### config.mk
export PLATFORM = sky130hd
export DESIGN_NAME = sigma_delta_decimator
export DESIGN_NICKNAME = d
export VERILOG_FILES = /design/src/rtl/sigma_delta_decimator.sv
export SDC_FILE = /design/constraint.sdc
export NUM_CORES = 1
export LEC_CHECK = 0
export BUFFER_PORTS_ARGS = -buffer_cell sky130_fd_sc_hd__clkbuf_2
export CORE_ASPECT_RATIO = 1.5
export CORE_MARGIN = 2
export CORE_UTILIZATION = 45
export CTS_CLUSTER_DIAMETER = 50
export CTS_CLUSTER_SIZE = 16
export DETAILED_ROUTE_END_ITERATION = 16
export GPL_TIMING_DRIVEN = 0
export HOLD_SLACK_MARGIN = 0.12
export SLEW_MARGIN = 20
export SYNTH_ARGS = -nofsm -noshare
export SYNTH_HDL_FRONTEND = slang
export SYNTH_SLANG_ARGS = --single-unit
### constraint.sdc
create_clock -name clk_i -period 4.6 [get_ports clk_i]
set_clock_uncertainty 0.2 [all_clocks]
set_input_delay 0.92 -clock clk_i [delete_from_list [all_inputs] [get_ports clk_i]]
set_output_delay 0.92 -clock clk_i [all_outputs]
set_load 0.01 [all_outputs]
### src/rtl/sigma_delta_decimator.sv
// Second-order CIC (sinc2) decimator for a 1-bit sigma-delta stream.
// Integrators advance on en_i strobes; comb and output stages follow on the next two clocks.
module sigma_delta_decimator #(
  parameter int BW    = 8,
  parameter int RLOG2 = 4
) (
  input  logic          clk_i,
  input  logic          rst_i,
  input  logic          en_i,
  input  logic          bit_i,
  output logic [BW-1:0] data_o,
  output logic          valid_o,
  output logic          sat_o
);

  localparam int W     = 2*RLOG2 + 2;
  localparam int S     = 2*RLOG2 + 1 - BW;
  localparam int MAX_I = (1 << (BW-1)) - 1;
  localparam int MIN_I = -(1 << (BW-1));

  logic [W-1:0]        i1_q, i1_d, i2_q, i2_d;
  logic [W-1:0]        snap_q, snap_dly_q, c1_dly_q, c2_q;
  logic [W-1:0]        c1_d, c2_d;
  logic [RLOG2-1:0]    phase_q;
  logic                e1_q, e2_q, primed_q;
  logic [BW-1:0]       data_q, data_d;
  logic                valid_q, sat_q, sat_d;
  logic                dec_strobe;
  logic signed [W-1:0] y;
  int                  y_int;

  always_comb begin
    // NOTE: every signal gets an unconditional assignment before any branch, so no latch is inferred.
    i1_d       = i1_q + (bit_i ? W'(1) : {W{1'b1}});
    i2_d       = i2_q + i1_d;
    dec_strobe = en_i && (phase_q == '1);
    // Differences wrap modulo 2^W; the true comb output always fits in W bits.
    c1_d       = snap_q - snap_dly_q;
    c2_d       = c1_d - c1_dly_q;
    y          = $signed(c2_q) >>> S;
    y_int      = int'(y);
    data_d     = y[BW-1:0];
    sat_d      = 1'b0;
    if (y_int > MAX_I) begin
      data_d = BW'(MAX_I);
      sat_d  = 1'b1;
    end else if (y_int < MIN_I) begin
      data_d = BW'(MIN_I);
      sat_d  = 1'b1;
    end
  end

  always_ff @(posedge clk_i or negedge rst_i) begin
    if (!rst_i) begin
      i1_q       <= '0;
      i2_q       <= '0;
      phase_q    <= '0;
      snap_q     <= '0;
      snap_dly_q <= '0;
      c1_dly_q   <= '0;
      c2_q       <= '0;
      e1_q       <= 1'b0;
      e2_q       <= 1'b0;
      primed_q   <= 1'b0;
      data_q     <= '0;
      valid_q    <= 1'b0;
      sat_q      <= 1'b0;
    end else begin
      // NOTE: non-blocking assignments let E0 overwrite snap_q on the same edge E1 reads the old value.
      e1_q    <= dec_strobe;
      e2_q    <= e1_q;
      valid_q <= 1'b0;
      if (en_i) begin
        i1_q    <= i1_d;
        i2_q    <= i2_d;
        phase_q <= phase_q + RLOG2'(1);
      end
      if (dec_strobe) snap_q <= i2_d;
      if (e1_q) begin
        snap_dly_q <= snap_q;
        c1_dly_q   <= c1_d;
        c2_q       <= c2_d;
      end
      // The first result after reset has no valid comb history and is dropped.
      if (e2_q) begin
        if (primed_q) begin
          data_q  <= data_d;
          sat_q   <= sat_d;
          valid_q <= 1'b1;
        end
        primed_q <= 1'b1;
      end
    end
  end

  assign data_o  = data_q;
  assign valid_o = valid_q;
  assign sat_o   = sat_q;

endmodule

==> results by group, run 1 <==
Status
  • Status: finished clean

Placement
  • Dpl cells: 550
  • Number of buffers added on ports: 12
  • Routability Congestion: 0.763
  • DP HPWL: 6310 µm
  • Placed cell area: 4610 µm²

Die
  • Starting Density: 45.8%
  • Vert. Die Dim: 125 µm
  • Die X: 84.6 µm
  • Die Area: 10600 µm²
  • Core Area: 9580 µm²
  • Std cell rows: 44
  • I/O pin cnt: 14

Final layout
  • Share of layout cells above drive strength 1: 18.0%
  • Ant. Diodes: 0
  • Post-layout instance area: 4930 µm²
  • Area growth syn-to-layout: 12.4%
  • Post-route insts no fill: 566
  • FILL cells: 884
  • Fin nets: 489

Synth
  • Cell variety after synth: 45
  • Post-synth EDFFs: 0
  • Sequential area share after synthesis: 43.4%
  • Yosys top cell by area: dfrtp_1
  • Most frequent cells after synthesis: dfrtp_1 (76), nand2_1 (43), mux2_2 (37), inv_1 (36), ha_1 (35)
  • Synth warn: 0
  • Average size of a mapped cell: 10.4 µm²
  • Yosys reg bits: 76
  • Top FF cell, synth: dfrtp_1
  • Mapped Nets: 465
  • Mapped cell area: 4390 µm²
  • Area contributors post-synth: dfrtp_1 (43%), ha_1 (10%), mux2_2 (9.5%), xnor2_1 (5.6%), nand2_1 (3.7%)
  • Synth top area share: 43.4%
  • Post-synthesis async set-or-reset flop share: 100%
  • Syn Inst Count: 422
  • Most common cell in the netlist: dfrtp_1

Critical path
  • Kind of end point of the critical path: flop
  • CP arrival: 4.20 ns
  • Slowest cell delay on critical path: 0.39 ns
  • R2r endpoint: c2_q[9]
  • Reg2Reg Launch Point: snap_q[0]
  • Crit-path max FO: 8
  • Reg2reg path depth: 18
  • CP Cell Sequence: clkbuf_2, clkinvlp_4, ha_1, nor2b_1, o21ai_1, a21oi_1, o21ai_1, nor2b_1, xnor2_1, ha_1, a21oi_1, o21ai_0, nor2_1, o21ai_0, xnor2_1, xor2_1, o21ai_1
  • Most frequent CP cell: o21ai_1
  • WP depth: 17
  • Crit Path Class: in2reg
  • R2r setup slk: 0.70 ns
  • Cell family with most CP delay: compound AO/OA/AOI/OAI gates
  • WP buf/inv: 2
  • Req. time, crit path: 4.61 ns
  • Startpoint types: input pin
  • Worst path slowest cell: ha_1

Global routing
  • Initial antenna violation count: 0
  • Global-route wire length before repair: 14000 µm
  • Largest net degree at the start of global routing: 42
  • Vias in the first global route: 3042
  • Remaining Overflow, GRT: 0
  • Global Route Usage Sum: 16.7%

STA
  • Final Hold Fails: 0
  • RSZ-0062 raised after global routing: no
  • Final period util: 91.3%
  • Crit path time final: 4.20 ns
  • Highest Clock Rate: 238 MHz
  • Slew Limit Headroom: 52.9%
  • Final Max Slew Viols: 0
  • Worst-margin pin slew: 0.706 ns
  • Final setup viols: 0

Flow run
  • Max-cap violation count: 0

Detailed routing
  • Routed vias: 2966
  • Routed WL: 8040 µm
  • Vias/cell: 5.24
  • DR DRC count: 0
  • Router iterations before antenna repair: 4
  • DRT iter0 DRCs: 76
  • DR WL/cell: 14.2 µm
  • Final antenna-violating net count: 0

Min path
  • WHS Endpoint: e2_q
  • Cell count of the worst hold path: 0
  • Worst min-delay path class: reg2reg
  • HP Start: e1_q

Clock tree
  • Clk slew on worst S/H paths: 0.06 ns
  • Hold buffer count at CTS: 0
  • Htree depth: 3
  • Worst-Skew Late Latency: 0.34 ns
  • Clock buffer depth: 2
  • Total CTS buffers: 9
  • CTS root buf: clkbuf_16
  • Clock sinks: 76
  • TritonCTS clock tree: yes
[worst max path at each step]
stage | from | to | slack, ns
6_report | bit_i | snap_q[9] | 0.40
4_1_cts | bit_i | snap_q[9] | 0.29
3_3_place_gp | bit_i | snap_q[9] | -0.16
2_1_floorplan | bit_i | snap_q[9] | 0.84
3_5_place_dp | bit_i | snap_q[9] | -0.13
5_1_grt | bit_i | snap_q[9] | 0.03
[cell type report]
cell class / count / area (µm²) / area share, %
multi-input cells: 297 / 2290 / 46.5
clock buffers: 10 / 229 / 4.64
flip-flops and latches: 76 / 1900 / 38.6
clock inverters: 6 / 86.3 / 1.75
well taps: 115 / 144 / 2.92
repair buffers: 13 / 82.6 / 1.67
plain buffers: 10 / 45.0 / 0.913
inverters: 39 / 150 / 3.04
[worst reg2reg max path: stages (launching register included)]
cell      delay [ns]
dfrtp_1         0.37
inv_1           0.07
ha_1            0.17
inv_1           0.05
fa_1            0.40
a21o_1          0.18
a21oi_1         0.22
nand2b_1        0.14
a21boi_1        0.10
nor2_1          0.13
xnor2_1         0.17
ha_1            0.32
a21oi_1         0.20
o22ai_1         0.11
a211o_1         0.27
a21oi_1         0.24
xor2_1          0.20
xnor2_1         0.14
mux2i_1         0.08
[metrics by stage]
step	hold WS [ns]	worst slack [ns]	setup TNS, ns	util (%)
CTS	0.176	0.288	0	51.4
floorplan	0.152	0.836	0	-
global route	0.192	0.0302	0	51.5
finish	0.174	0.402	0	51.5
global placement	0.173	-0.165	-0.281	47.9
detailed placement	0.162	-0.128	-0.203	48.2
[metal layers]
| metal | vias up | part of all wire, % | wire length (µm) | track usage (%) |
|---|---|---|---|---|
| li1 | 1500 | - | - | - |
| met1 | 1430 | 38 | 3090 | 17.0 |
| met2 | 28 | 58 | 4660 | 32.6 |
| met3 | 8 | 2.0 | 164 | 3.38 |
| met4 | 0 | 1.5 | 124 | 5.88 |
| met5 | - | 0 | 0 | 0 |
[logic make-up after synthesis]
| logic type | after synthesis | share of synthesized area, % |
|---|---|---|
| DFF | 76 | 43.4 |
| and+or+nand+nor | 87 | 9.01 |
| adders and majority gates | 45 | 13.2 |
| muxes | 40 | 10.2 |
| AOI/OAI and AO/OA | 88 | 12.5 |
| buffers and inverters | 49 | 4.36 |
| xor gates and xnor gates | 37 | 7.39 |
[state kept, by name, summed over array words and instances, names as in the netlist]
signal      flops
c1_dly_q       10
i1_q           10
i2_q           10
snap_dly_q     10
snap_q         10
c2_q            9
data_o          8
phase_q         4
e1_q            1
e2_q            1
primed_q        1
sat_o           1
valid_o         1
[cell usage in the layout, fill, tap and decap left out, types with 3 or more instances in the layout]
| cell type | synthesis | routed |
|---|---|---|
| dfrtp_1 | 76 | 76 |
| a211o_1 | 3 | 3 |
| mux2i_1 | 3 | 3 |
| a211oi_1 | 3 | 3 |
| a21o_1 | 8 | 8 |
| nor3_1 | 5 | 5 |
| o21ai_1 | 1 | 3 |
| nand3_1 | 3 | 3 |
| xor2_1 | 9 | 9 |
| or2_2 | 5 | 5 |
| o21ai_0 | 31 | 29 |
| nand4_1 | 7 | 7 |
| fa_1 | 4 | 4 |
| mux2_2 | 37 | 37 |
| nor2_1 | 13 | 13 |
| nand2b_1 | 3 | 3 |
| clkbuf_1 | 7 | 8 |
| a21oi_1 | 23 | 23 |
| clkbuf_2 | 0 | 11 |
| clkbuf_16 | 0 | 9 |
| and2_1 | 3 | 3 |
| maj3_1 | 6 | 6 |
| o21bai_1 | 4 | 4 |
| nand2_1 | 43 | 43 |
| inv_1 | 36 | 35 |
| ha_1 | 35 | 35 |
| xnor2_1 | 28 | 28 |
[timing repair]
item                                   4_1_cts  5_1_grt
setup endpoints to repair                    0        2
endpoints found under the hold margin        0        0
buffers inserted                             0        0
resized for setup                            0        3
Power of run 1 is left out: the tool's default activity adds up to more than one toggle a clock period on the data nets, which glitch-free logic cannot reach.
==> run 2: changes to the inputs <==
CELL_PAD_IN_SITES_DETAIL_PLACEMENT = 1   (was not set)
CELL_PAD_IN_SITES_GLOBAL_PLACEMENT = 2   (was not set)
CORE_UTILIZATION = 41   (was 45)
PLACE_DENSITY_LB_ADDON = 0.1   (was not set)
==> run 2 against run 1 <==
Against the previous run: via count up 3.5%; flip-flop and latch count did not move; sequential share of layout area down 0.52 points; worst setup slack better by 0.031 ns; die area rose by 9.4%; critical path depth is the same; highest routed layer unchanged; register-to-register slack is essentially flat; fmax rose by 0.75%; count of clock-buffer cells in the layout unchanged; global-route usage increased by 1.3 points; cell count up 4.9%.
==> results by group, run 2 (same netlist as run 1, synthesis figures left out) <==
Status
  • Status: finished clean (unchanged)

Critical path
  • Slowest cell delay on critical path: 0.40 ns (was 0.39 ns)
  • Crit Path Class: in2reg (unchanged)
  • Crit-path max FO: 8 (unchanged)
  • Kind of end point of the critical path: flop (unchanged)
  • Cell family with most CP delay: compound AO/OA/AOI/OAI gates (unchanged)
  • Startpoint types: input pin (unchanged)
  • WP buf/inv: 2 (unchanged)
  • R2r setup slk: 0.71 ns (was 0.70 ns)
  • Req. time, crit path: 4.60 ns (was 4.61 ns)
  • CP arrival: 4.17 ns (was 4.20 ns)
  • Worst path slowest cell: ha_1 (unchanged)
  • CP Cell Sequence: clkbuf_2, clkinvlp_4, ha_1, nor2b_1, o21ai_1, a21oi_1, o21ai_0, nor2b_1, xnor2_1, ha_1, nand2_1, a211oi_2, nor2_2, o21ai_0, xnor2_1, xor2_1, o21ai_1 (was clkbuf_2, clkinvlp_4, ha_1, nor2b_1, o21ai_1, a21oi_1, o21ai_1, nor2b_1, xnor2_1, ha_1, a21oi_1, o21ai_0, nor2_1, o21ai_0, xnor2_1, xor2_1, o21ai_1)

Detailed routing
  • DR DRC count: 0 (unchanged)
  • DRT iter0 DRCs: 50 (was 76)
  • Final antenna-violating net count: 0 (unchanged)
  • Router iterations before antenna repair: 3 (was 4)
  • DR WL/cell: 15.7 µm (was 14.2 µm)
  • Routed vias: 3070 (was 2966)
  • Vias/cell: 5.17 (was 5.24)
  • Routed WL: 9340 µm (was 8040 µm)

Die
  • Core Area: 10500 µm² (was 9580 µm²)
  • Vert. Die Dim: 131 µm (was 125 µm)
  • Starting Density: 41.9% (was 45.8%)
  • Die X: 88.5 µm (was 84.6 µm)
  • Die Area: 11600 µm² (was 10600 µm²)
  • I/O pin cnt: 14 (unchanged)
  • Std cell rows: 46 (was 44)

Final layout
  • Most common cell after layout, fill and taps aside: dfrtp_1 (unchanged)
  • Ant. Diodes: 0 (unchanged)
  • Area growth syn-to-layout: 14.0% (was 12.4%)
  • Share of layout cells above drive strength 1: 18.4% (was 18.0%)
  • Fin nets: 489 (unchanged)
  • Commonest non-fill, non-tap cells in the layout: dfrtp_1 (76), nand2_1 (43), mux2_2 (37) (unchanged)

Min path
  • Worst min-delay path class: reg2reg (unchanged)

Placement
  • Routability Congestion: 0.731 (was 0.763)
  • DP HPWL: 7370 µm (was 6310 µm)
  • Number of buffers added on ports: 12 (unchanged)

Clock tree
  • Clock sinks: 76 (unchanged)
  • Setup Buffers After CTS: 0 (unchanged)
  • Worst-Skew Late Latency: 0.34 ns (about the same)
  • Hold buffer count at CTS: 0 (unchanged)
  • Clk slew on worst S/H paths: 0.06 ns (about the same)
  • Total CTS buffers: 9 (unchanged)
  • Clock buffer depth: 2 (unchanged)
  • CTS root buf: clkbuf_16 (unchanged)
  • TritonCTS clock tree: yes (unchanged)
  • Htree depth: 3 (unchanged)

STA
  • Crit path time final: 4.17 ns (was 4.20 ns)
  • Worst-margin pin slew: 0.674 ns (was 0.706 ns)
  • Highest Clock Rate: 240 MHz (was 238 MHz)
  • Final Max Slew Viols: 0 (unchanged)
  • RSZ-0062 raised after global routing: no (unchanged)
  • Final Hold Fails: 0 (unchanged)
  • Final setup viols: 0 (unchanged)
  • Final period util: 90.6% (was 91.3%)
  • Slew Limit Headroom: 55.1% (was 52.9%)
  • WHS: 0.186 ns (was 0.174 ns)

Global routing
  • Remaining Overflow, GRT: 0 (unchanged)
  • Global-route wire length before repair: 15800 µm (was 14000 µm)
  • Initial antenna violation count: 0 (unchanged)
  • Global Route Usage Sum: 18.0% (was 16.7%)
  • Vias in the first global route: 3248 (was 3042)
  • Largest net degree at the start of global routing: 40 (was 42)

Flow run
  • Max-cap violation count: 0 (unchanged)
[run 2: through the flow]
stage	setup TNS, ns	cell area, µm²	instances	setup slack, ns	util [%]
2_1_floorplan	0	4390	422	0.836	-
3_3_place_gp	-0.0850	4630	578	-0.0590	44.2
3_5_place_dp	-0.226	4650	579	-0.141	44.4
4_1_cts	0	4990	594	0.197	47.6
5_1_grt	0	5000	594	0.0317	47.7
6_report	0	5000	594	0.433	47.7
[run 2: repair_timing]
action                                  CTS  global route
endpoints found under the setup margin    0             2
gates resized for setup                   0             4
hold endpoints to repair                  0             0
[run 2: area by class of cell]
class,count,area (µm²)
plain buffers,10,45.0
clock buffers,10,239
clock inverters,5,100
fillers,1185,5480
inverters,39,150
multi-input cells,297,2300
flip-flops and latches,76,1900
well taps,144,180
repair buffers,13,82.6
[run 2: worst paths after layout]
kind,startpoint,endpoint,cells after the start
max in group asynchronous,rst_i,e1_q,2
min in group asynchronous,rst_i,c1_dly_q[1],1
hold reg to reg,e1_q,e2_q,0
setup reg to reg,snap_q[0],c2_q[9],18
setup / recovery,bit_i,snap_q[9],17
hold / removal,e1_q,e2_q,0
[run 2: layer usage]
| metal | track usage, % | up-vias | routed length, µm |
|---|---|---|---|
| met1 | 17.7 | 1534 | 3500 |
| li1 | - | 1502 | - |
| met5 | 0 | - | 0 |
| met3 | 3.02 | 13 | 157 |
| met4 | 7.04 | 0 | 180 |
| met2 | 36.0 | 21 | 5510 |
Power of run 2 is left out for the same reason.
